$ cat config.mk
export PLATFORM = sky130hd
export DESIGN_NAME = lfsr32
export DESIGN_NICKNAME = d
export VERILOG_FILES = /design/src/rtl/pkt_checker_pkg.sv /design/src/rtl/pkt_stream_checker_lfsr32.sv
export SDC_FILE = /design/constraint.sdc
export NUM_CORES = 1
export LEC_CHECK = 0
export BUFFER_PORTS_ARGS = -buffer_cell sky130_fd_sc_hd__buf_2
export CORE_MARGIN = 3
export CORE_UTILIZATION = 47
export DETAILED_ROUTE_END_ITERATION = 16
export GPL_TIMING_DRIVEN = 0
export HOLD_SLACK_MARGIN = 0.06
export PLACE_DENSITY = 0.91
export SLEW_MARGIN = 20
export SYNTH_ARGS = -nofsm -noshare
export SYNTH_HDL_FRONTEND = slang
export SYNTH_SLANG_ARGS = --single-unit
export TNS_END_PERCENT = 1
$ cat constraint.sdc
create_clock -name clk_rtl -period 1.1 [get_ports clk_rtl]
set_input_delay 0.22 -clock clk_rtl [delete_from_list [all_inputs] [get_ports clk_rtl]]
set_output_delay 0.22 -clock clk_rtl [all_outputs]
set_load 0.02 [all_outputs]
$ cat src/rtl/pkt_checker_pkg.sv
// ---------------------------------------------------------------------------
// pkt_checker_pkg
//   Shared types and constants for the packet stream checker:
//   checker FSM state encoding, LFSR feedback mask, default seed and the
//   single-step LFSR function used by lfsr32.
// ---------------------------------------------------------------------------
package pkt_checker_pkg;

  typedef enum logic [1:0] {
    IDLE = 2'd0,
    RUN  = 2'd1,
    DONE = 2'd2
  } chk_state_t;

  // x^32 + x^22 + x^2 + x + 1, Galois form, right shift
  localparam logic [31:0] LFSR_MASK    = 32'h80200003;
  localparam logic [31:0] DEFAULT_SEED = 32'hBAADF00D;

  function automatic logic [31:0] lfsr_next(input logic [31:0] s);
    return (s >> 1) ^ (s[0] ? LFSR_MASK : '0);
  endfunction

endpackage

$ cat src/rtl/pkt_stream_checker_lfsr32.sv
// ---------------------------------------------------------------------------
// lfsr32
//   32-bit Galois LFSR (right shift, mask LFSR_MASK). Load has priority over
//   step. RESET_STATE is the value taken on asynchronous reset; keep it
//   nonzero or the register locks up.
// Ports
//   clk_rtl  in   clock
//   rst_n    in   asynchronous active-low reset
//   i_load   in   load i_seed into the state
//   i_seed   in   32-bit reload value
//   i_step   in   advance one LFSR step
//   o_state  out  current 32-bit state
// ---------------------------------------------------------------------------
import pkt_checker_pkg::*;

module lfsr32 #(
  parameter logic [31:0] RESET_STATE = DEFAULT_SEED
) (
  input  logic        clk_rtl,
  input  logic        rst_n,
  input  logic        i_load,
  input  logic [31:0] i_seed,
  input  logic        i_step,
  output logic [31:0] o_state
);

  logic [31:0] r_state;

  always_ff @(posedge clk_rtl or negedge rst_n) begin
    if (!rst_n) begin
      r_state <= RESET_STATE;
    end else if (i_load) begin
      r_state <= i_seed;
    end else if (i_step) begin
      r_state <= lfsr_next(r_state);
    end
  end

  assign o_state = r_state;

endmodule

==> qor.txt, run 1 <==
Final wirelength: 4370 µm
Cell variety after synth: 17
Layout net count: 268
Grt ovf: 0
Critical Path Max Stage Delay: 0.57 ns
Crit path max fanout: 3
Sw Pwr: 983 µW
Ports: 68
Clock sinks: 32
Vias per inst: 5.27
Die H: 63.4 µm
DP Wirelength: 2740 µm
CTS tree: done
Port bufs: 66
Critical Path Start Type: register
Layer with the highest usage: met2
DP Worst Slack: 0.0524 ns
Max Cap Viol: 0
Area growth, synth to finish: 46.2%
M1 GR Usage: 25.7%
Fin cells: 277
Count leader, synth: nand2_1
Commonest cells in the netlist: nand2_1 (32), mux2i_1 (29), o21ai_1 (29), dfstp_2 (17), dfrtp_1 (15)
Required time of the critical path: 0.88 ns
Number of global-route vias before repair: 1,501
Setup TNS: -2.57 ns
Placed Instance Area: 0.00194 mm²
Drt initial violations: 46
# setup viols final: 32
CTS clk-pin slew, worst paths: 0.11 ns
Rows: 20
Worst hold path type: input port to register
Sequential Power Share: 44.8%
Diodes inserted: 0
Chip width: 63.4 µm
Post-synth EDFFs: 0
GRT met3 Usage: 4.63%
Setup CP Type: register to primary output
Reg2Reg Launch Point: o_state[21]$_DFFE_PN1P_
Num CTS Buffers: 5
Synth Register Bits: 32
Routed vias: 1,459
Cell count of the worst hold path: 3
Skew-Pair Late Insertion Delay: 0.33 ns
Crit path cell chain: buf_6
Power per cell area: 1450 mW/mm²
Worst Setup End Kind: primary output
Layout Skew: 0.00954 ns
Sequential share of the synthesized area: 53.0%
Worst hold endpoint: o_state[3]$_DFFE_PN1P_
Fillers: 235
Comb power frac: 28.3%
Pin count of the biggest net entering global routing: 33
M2 GR Usage: 42.0%
DRC: 0
Placed Cells: 253
Routed len/inst: 15.8 µm
GPL Wtd Cong: 0.788
Core Region: 0.00310 mm²
Most common flop cell mapped by yosys: dfstp_2
Final worst setup slack: -0.142 ns
Max reg flops: 32
Worst Reg-to-Reg Cells: 3
First-pass iteration count of the detailed router: 4
Post-synth ARST share: 100%
Yosys top cell by area: dfstp_2
Hold Startpoint: i_seed[3]
Die ar.: 0.00402 mm²
Status: finished, violations left
R2R setup slack: -0.09 ns
Final antenna-violating net count: 0
Syn_nets: 179
Top-area cell type share of the netlist area: 28.8%
Final design area excluding fillers: 0.00227 mm²
Period utilization: 113%
Highest clock rate: 805 MHz
Synth area leaders: dfstp_2 (29%), dfrtp_1 (24%), mux2i_1 (19%)
Initial Util: 50.0%
Max Root-Sink Buffers: 2
Arr. time, crit path: 1.02 ns
Clock power frac: 26.8%
Warnings, synthesis: 0
Leak: 0.00114 µW
GR Util All Layers: 23.1%
Final min period: 1.24 ns
Buf+Inv Stages, Crit Path: 1
Gate Count Post-Synth: 143
H-tree levels: 2
Relative slew margins: 53.5%
Share of layout cells above drive strength 1: 49.4%
Failing checks: setup timing
Initial antenna violation count: 0
Crit path max-delay family: flip-flops
Internal power: 2290 µW
Crit path max-delay cell type: dfstp_2
Switching portion of total power: 30.0%
RSZ-0062 raised after global routing: yes
Max-slew violation count: 0
Root buf cell: clkbuf_4
Cell Area, Synth: 0.00155 mm²
Reg-to-reg endpoint: o_state[21]$_DFFE_PN1P_
Final hold violations: 0
Avg Inst Size Synth: 10.8 µm²
First-pass GRT wire length: 7100 µm
Worst vdd ir: 0.00125 V
Worst slew pin tran: 0.698 ns
[per-layer routing]
| layer | routed length [µm] | part of all wire, % | up-vias |
|---|---|---|---|
| met2 | 2360 | 54 | 58 |
| met1 | 1670 | 38 | 723 |
| met3 | 254 | 5.8 | 9 |
| met4 | 87 | 2.0 | 0 |
| li1 | - | - | 669 |
| met5 | 0 | 0 | - |
[worst reg2reg max path: stages, from the launching register on]
cell and delay [ns]:
dfstp_2 0.56, buf_4 0.11, or3b_1 0.34, o211ai_1 0.10
[how the worst max path moves through the flow]
stage / startpoint / endpoint / slack, ns / cells after the start
finish: o_state[18]$_DFFE_PN1P_ / o_state[18] / -0.14 / 1
global route: o_state[28]$_DFFE_PN1P_ / o_state[28] / -0.18 / 1
CTS: o_state[25]$_DFFE_PN1P_ / o_state[25] / -0.15 / 1
detailed placement: o_state[21]$_DFFE_PN1P_ / o_state[21]$_DFFE_PN1P_ / 0.05 / 2
global placement: o_state[21]$_DFFE_PN1P_ / o_state[21]$_DFFE_PN1P_ / 0.05 / 2
floorplan: o_state[21]$_DFFE_PN1P_ / o_state[21]$_DFFE_PN1P_ / 0.01 / 2
[what timing repair did]
action,CTS,global route
pin swaps,1,0
hold buffers,1,0
endpoints found under the hold margin,15,0
gates resized for setup,34,8
endpoints found under the setup margin,32,34
setup buffers,14,1
[cells in the final DEF, fill, tap and decap left out]
master          n
o21ai_1        29
buf_6          24
nor2b_1         1
xnor2_1         2
buf_2          50
o211ai_1        2
dfstp_2        17
nor4bb_1        1
buf_4          16
dfrtp_1        15
nand2b_1        1
dlygate4sd3_1   1
bufinv_16       1
buf_12          1
nand2_1        32
clkinv_2        1
a221o_1         1
clkbuf_4        5
clkbuf_1        2
mux2i_1        29
or3b_1          2
[kinds of logic (layout without fill, tap and decap cells)]
logic type	count (synthesis)	after routing	share of synthesized area, %
AOI/OAI and AO/OA	32	32	11.0
buffers and inverters	11	101	5.81
and+or+nand+nor	37	37	10.3
xor gates and xnor gates	2	2	1.13
muxes	29	29	18.7
DFF	32	32	53.0
[final cells by class]
type	count	area [µm²]	area share [%]
clock inverters	2	35.0	1.55
multi-input cells	100	638	28.2
repair buffers	82	584	25.8
well taps	44	55.1	2.43
plain buffers	11	90.1	3.98
flip-flops and latches	32	822	36.3
clock buffers	6	41.3	1.82
[stage by stage]
| stage | utilization [%] | hold slack [ns] | power (µW) |
|---|---|---|---|
| after floorplan | - | -0.0756 | 1910 |
| after global placement | 62.4 | 0.293 | 2170 |
| after detailed placement | 62.4 | 0.296 | 2190 |
| after CTS | 72.0 | 0.0749 | 3250 |
| after global routing | 73.0 | 0.0725 | 3430 |
| final | 73.0 | 0.0797 | 3280 |
[power by group through the flow]
stage / Clock (µW) / Combinational [µW] / Sequential (µW)
floorplan: 0 / 280 / 1630
global placement: 0 / 690 / 1480
detailed placement: 0 / 708 / 1480
CTS: 895 / 896 / 1460
global route: 956 / 992 / 1490
finish: 878 / 928 / 1470
No activity file was read; power rests on OpenSTA's default activity.
==> inputs of run 2 (changes only) <==
--- a/config.mk
+++ b/config.mk
@@ -11,6 +11,7 @@
 export DETAILED_ROUTE_END_ITERATION = 16
 export GPL_TIMING_DRIVEN = 0
 export HOLD_SLACK_MARGIN = 0.06
+export MAX_ROUTING_LAYER = met4
 export PLACE_DENSITY = 0.91
 export SLEW_MARGIN = 20
 export SYNTH_ARGS = -nofsm -noshare
==> qor.txt, run 2 (same netlist as run 1, synthesis figures left out) <==
Status: finished, violations left
CTS tree: done
Leak: 0.00114 µW (unchanged)
Required time of the critical path: 0.88 ns (about the same)
Buf+Inv Stages, Crit Path: 1 (unchanged)
Initial Util: 50.0% (unchanged)
Share of layout cells above drive strength 1: 49.4% (unchanged)
DP Wirelength: 2740 µm (unchanged)
Commonest non-fill, non-tap cell in the layout: buf_2
Placed Instance Area: 0.00194 mm² (unchanged)
Crit path max fanout: 3 (unchanged)
Die ar.: 0.00402 mm² (unchanged)
Pin count of the biggest net entering global routing: 33 (unchanged)
Grt ovf: 0 (unchanged)
First-pass GRT wire length: 7110 µm (+0.18%)
Routed len/inst: 15.8 µm (unchanged)
Commonest cells after routing, fill and taps aside: buf_2 (50), nand2_1 (32), mux2i_1 (29), o21ai_1 (29), buf_6 (24)
Final hold violations: 0 (unchanged)
Initial antenna violation count: 0 (unchanged)
Core Region: 0.00310 mm² (unchanged)
Failing checks: setup timing
DP Worst Slack: 0.0524 ns (unchanged)
CTS clk-pin slew, worst paths: 0.11 ns (about the same)
First-pass iteration count of the detailed router: 5 (+1)
Num CTS Buffers: 5 (unchanged)
Final antenna-violating net count: 0 (unchanged)
Routed vias: 1,453 (-0.41%)
Die H: 63.4 µm (unchanged)
Chip width: 63.4 µm (unchanged)
Power per cell area: 1450 mW/mm² (about the same)
Crit path cell chain: buf_6
Critical Path Start Type: register
Highest clock rate: 806 MHz (+0.14%)
GR Util All Layers: 23.8% (+0.73 points)
Final min period: 1.24 ns (-0.00175 ns)
Final design area excluding fillers: 0.00227 mm² (unchanged)
Root buf cell: clkbuf_4
Max Cap Viol: 0 (unchanged)
Port bufs: 66 (unchanged)
DRC: 0 (unchanged)
Arr. time, crit path: 1.02 ns (about the same)
Clock sinks: 32 (unchanged)
Skew-Pair Late Insertion Delay: 0.33 ns (about the same)
Final wirelength: 4370 µm (unchanged)
Layout Skew: 0.00910 ns (-0.000437 ns)
Relative slew margins: 53.2% (-0.27 points)
H-tree levels: 2 (unchanged)
Setup CP Type: register to primary output
GPL Wtd Cong: 0.799 (+1.4%)
Final worst setup slack: -0.140 ns (+0.00175 ns)
Period utilization: 113% (-0.16 points)
RSZ-0062 raised after global routing: yes
Area growth, synth to finish: 46.2% (unchanged)
Worst vdd ir: 0.00125 V (about the same)
# setup viols final: 32 (unchanged)
Crit path max-delay family: flip-flops
Worst slew pin tran: 0.702 ns (+0.00399 ns)
Max-slew violation count: 0 (unchanged)
Worst Setup End Kind: primary output
Rows: 20 (unchanged)
Number of global-route vias before repair: 1,507 (+0.40%)
Critical Path Max Stage Delay: 0.57 ns (about the same)
Drt initial violations: 62 (+35%)
Max reg flops: 32 (unchanged)
Ports: 68 (unchanged)
Diodes inserted: 0 (unchanged)
Crit path max-delay cell type: dfstp_2
Layout net count: 268 (unchanged)
Max Root-Sink Buffers: 2 (unchanged)
Worst hold path type: input port to register
Vias per inst: 5.25 (-0.41%)
run 2: final timing paths:
path / slack [ns] / cells past startpoint / endpoint / from
worst min register to register: 0.59 / 2 / o_state[5]$_DFFE_PN0P_ / o_state[6]$_DFFE_PN0P_
max in group asynchronous: 0.17 / 2 / o_state[17]$_DFFE_PN0P_ / rst_n
min in group asynchronous: 0.47 / 2 / o_state[30]$_DFFE_PN0P_ / rst_n
worst min-delay path: 0.08 / 3 / o_state[3]$_DFFE_PN1P_ / i_seed[3]
worst max-delay path: -0.14 / 1 / o_state[18] / o_state[18]$_DFFE_PN1P_
worst max register to register: -0.09 / 3 / o_state[21]$_DFFE_PN1P_ / o_state[21]$_DFFE_PN1P_
run 2: report_power, final:
group / internal, µW / switching (µW)
clock: 476 / 401
sequential: 1350 / 115
combinational: 461 / 468
run 2: final cells by class:
type | instances | area, µm²
repair buffers | 82 | 584
clock buffers | 6 | 41.3
fillers | 235 | 837
plain buffers | 11 | 90.1
well taps | 44 | 55.1
multi-input cells | 100 | 638
clock inverters | 2 | 35.0
flip-flops and latches | 32 | 822
run 2: metal layers:
metal  up-vias  share of wire, %  global-route usage (%)  wire length [µm]
met2        62                54                    42.1              2370
met5         -                 0                       -                 0
met1       715                39                    25.9              1690
met3         6               5.6                    4.46               244
li1        670                 -                       -                 -
met4         0               1.6                    10.2                68
run 2: stage by stage:
stage	hold WS (ns)	std cells	setup TNS (ns)	utilization, %	total power [µW]
after global routing	0.0725	277	-3.84	73.0	3440
after global placement	0.293	253	0	62.4	2170
after detailed placement	0.296	253	0	62.4	2190
after floorplan	-0.0756	143	0	-	1910
after CTS	0.0749	276	-2.82	72.0	3250
final	0.0820	277	-2.53	73.0	3280
run 2: what timing repair did:
item	in CTS	in global routing
hold buffers	1	0
gates resized for setup	34	8
hold endpoints to repair	15	0
gates cloned	0	0
endpoints found under the setup margin	32	34
pin swaps	1	0
buffers inserted	14	1
==> inputs of run 3 (changes only) <==
--- a/config.mk
+++ b/config.mk
@@ -5,9 +5,10 @@
 export SDC_FILE = /design/constraint.sdc
 export NUM_CORES = 1
 export LEC_CHECK = 0
+export ABC_AREA = 1
 export BUFFER_PORTS_ARGS = -buffer_cell sky130_fd_sc_hd__buf_2
 export CORE_MARGIN = 3
-export CORE_UTILIZATION = 47
+export CORE_UTILIZATION = 46
 export DETAILED_ROUTE_END_ITERATION = 16
 export GPL_TIMING_DRIVEN = 0
 export HOLD_SLACK_MARGIN = 0.06
==> qor.txt, run 3 <==
Syn_nets: 222 (+24%)
CTS clk-pin slew, worst paths: 0.10 ns (about the same)
Routed len/inst: 12.0 µm (-24%)
Final min period: 1.24 ns (-0.00341 ns)
Die H: 62.7 µm (-1.2%)
Yosys top cell by area: dfstp_2
Max-slew violation count: 0 (unchanged)
Grt ovf: 0 (unchanged)
Ports: 68 (unchanged)
Diodes inserted: 0 (unchanged)
Failing checks: setup timing
Max Root-Sink Buffers: 2 (unchanged)
Initial antenna violation count: 0 (unchanged)
Worst slew pin tran: 0.682 ns (-0.0191 ns)
DP Worst Slack: 0.0916 ns (+0.0392 ns)
Number of global-route vias before repair: 1,422 (-5.6%)
Top-area cell type share of the netlist area: 30.3% (+1.4 points)
Root buf cell: clkbuf_4
Clock sinks: 32 (unchanged)
Clock power frac: 23.7% (-3.1 points)
Buf+Inv Stages, Crit Path: 1 (unchanged)
Num CTS Buffers: 5 (unchanged)
Final hold violations: 0 (unchanged)
Vias per inst: 4.87 (-7.1%)
Layout net count: 306 (+14%)
Cell variety after synth: 11 (-6)
Power, Total: 2950 µW (-9.9%)
Power per cell area: 1370 mW/mm² (-5.1%)
Crit path max-delay family: flip-flops
Routed vias: 1,525 (+5.0%)
Max Cap Viol: 0 (unchanged)
Count leader, synth: nand2_1
Pin count of the biggest net entering global routing: 33 (unchanged)
DRC: 0 (unchanged)
First-pass iteration count of the detailed router: 4 (-1)
Relative slew margins: 54.5% (+1.3 points)
First-pass GRT wire length: 6500 µm (-8.6%)
Comb power frac: 26.9% (-1.5 points)
DP Wirelength: 2560 µm (-6.4%)
Chip width: 62.7 µm (-1.2%)
Critical Path Max Stage Delay: 0.56 ns (about the same)
Final wirelength: 3760 µm (-14%)
Gate Count Post-Synth: 186 (+30%)
Commonest cells in the netlist: nand2_1 (99), nand3_1 (32), dfstp_2 (17), dfrtp_1 (15), inv_1 (7)
Post-synth EDFFs: 0 (unchanged)
Skew-Pair Late Insertion Delay: 0.34 ns (about the same)
Drt initial violations: 109 (+76%)
Post-synth ARST share: 100% (unchanged)
Crit path max-delay cell type: dfstp_2
Synth Register Bits: 32 (unchanged)
Most common flop cell mapped by yosys: dfstp_2
Arr. time, crit path: 1.02 ns (about the same)
Sequential share of the synthesized area: 55.7% (+2.7 points)
Die ar.: 0.00393 mm² (-2.4%)
Worst hold path type: input port to register
Leak: 0.00114 µW (-0.10%)
Avg Inst Size Synth: 7.94 µm² (-27%)
Sequential Power Share: 49.3% (+4.4 points)
Worst Setup End Kind: primary output
H-tree levels: 2 (unchanged)
Worst vdd ir: 0.000926 V (-26%)
Port bufs: 66 (unchanged)
Internal power: 2030 µW (-12%)
Area growth, synth to finish: 45.7%
RSZ-0062 raised after global routing: yes
Switching portion of total power: 31.3% (+1.3 points)
GPL Wtd Cong: 0.729 (-8.7%)
Setup CP Type: register to primary output
Layout Skew: 0.0108 ns (+0.00168 ns)
Period utilization: 112% (-0.31 points)
Final worst setup slack: -0.137 ns (+0.00340 ns)
Share of layout cells above drive strength 1: 41.7% (-7.7 points)
Required time of the critical path: 0.88 ns (about the same)
Max reg flops: 32 (unchanged)
Core Region: 0.00290 mm² (-6.5%)
Commonest cells after routing, fill and taps aside: nand2_1 (99), buf_2 (48), nand3_1 (32)
Synth area leaders: dfstp_2 (30%), dfrtp_1 (25%), nand2_1 (25%)
Crit path cell chain: buf_6
Final antenna-violating net count: 0 (unchanged)
CTS tree: done
Crit path max fanout: 2 (-1)
Warnings, synthesis: 0 (unchanged)
Rows: 19 (-5.0%)
Status: finished, violations left
Highest clock rate: 808 MHz (+0.28%)
Cell Area, Synth: 0.00148 mm² (-4.8%)
Critical Path Start Type: register
Commonest non-fill, non-tap cell in the layout: nand2_1
GR Util All Layers: 21.6% (-2.2 points)
Sw Pwr: 923 µW (-6.1%)
Initial Util: 50.9% (+0.95 points)
# setup viols final: 32 (unchanged)
run 3: timing repair:
item / CTS / global route
setup endpoints to repair: 32 / 33
hold buffers: 1 / 0
setup buffers: 10 / 0
gates resized for setup: 34 / 13
endpoints found under the hold margin: 15 / 0
run 3: power groups by stage:
stage	Combinational (µW)	Clock, µW	Sequential (µW)
2_1_floorplan	205	0	1620
3_3_place_gp	604	0	1470
3_5_place_dp	618	0	1470
4_1_cts	771	726	1450
5_1_grt	868	790	1480
6_report	795	700	1460
run 3: worst paths after layout:
| path | start | to | slack (ns) | depth (start not counted) |
|---|---|---|---|---|
| max in group asynchronous | rst_n | o_state[22]$_DFFE_PN0P_ | 0.18 | 2 |
| worst min register to register | o_state[28]$_DFFE_PN1P_ | o_state[27]$_DFFE_PN1P_ | 0.50 | 2 |
| min in group asynchronous | rst_n | o_state[7]$_DFFE_PN0P_ | 0.44 | 2 |
| worst max register to register | o_state[0]$_DFFE_PN1P_ | o_state[21]$_DFFE_PN1P_ | 0.08 | 5 |
| worst max-delay path | o_state[15]$_DFFE_PN1P_ | o_state[15] | -0.14 | 1 |
| worst min-delay path | i_seed[10] | o_state[10]$_DFFE_PN0P_ | 0.09 | 3 |
run 3: through the flow:
step	util, %	instances	hold slack [ns]	setup TNS (ns)	instance area [µm²]
finish	74.2	313	0.0913	-2.43	2150
CTS	72.8	313	0.0807	-2.98	2110
global route	74.2	313	0.0666	-4.07	2150
floorplan	-	186	-0.0756	0	1480
detailed placement	64.1	294	0.299	0	1860
global placement	64.1	294	0.298	0	1860
run 3: cells by family (layout without fill, tap and decap cells):
logic type,after synthesis,after routing,share of synthesized area [%]
DFF,32,32,55.7
buffers and inverters,18,103,5.76
AOI/OAI and AO/OA,3,3,1.02
and+or+nand+nor,133,133,37.5
run 3: metal layers:
metal | GRT usage [%] | vias up | part of all wire, %
met4 | 8.26 | 0 | 1.5
met1 | 25.8 | 706 | 41
li1 | - | 748 | -
met5 | - | - | 0
met2 | 34.2 | 63 | 49
met3 | 6.65 | 8 | 8.3
run 3: final cells by class:
type                            instances  area [µm²]
Sequential cell                        32         823
Tap cell                               42        52.6
Clock inverter                          2        10.0
Buffer                                 10        55.1
Fill cell                             224         749
Clock buffer                            6        51.3
Inverter                                8        30.0
Multi-Input combinational cell        136         569
Timing Repair Buffer                   77         559
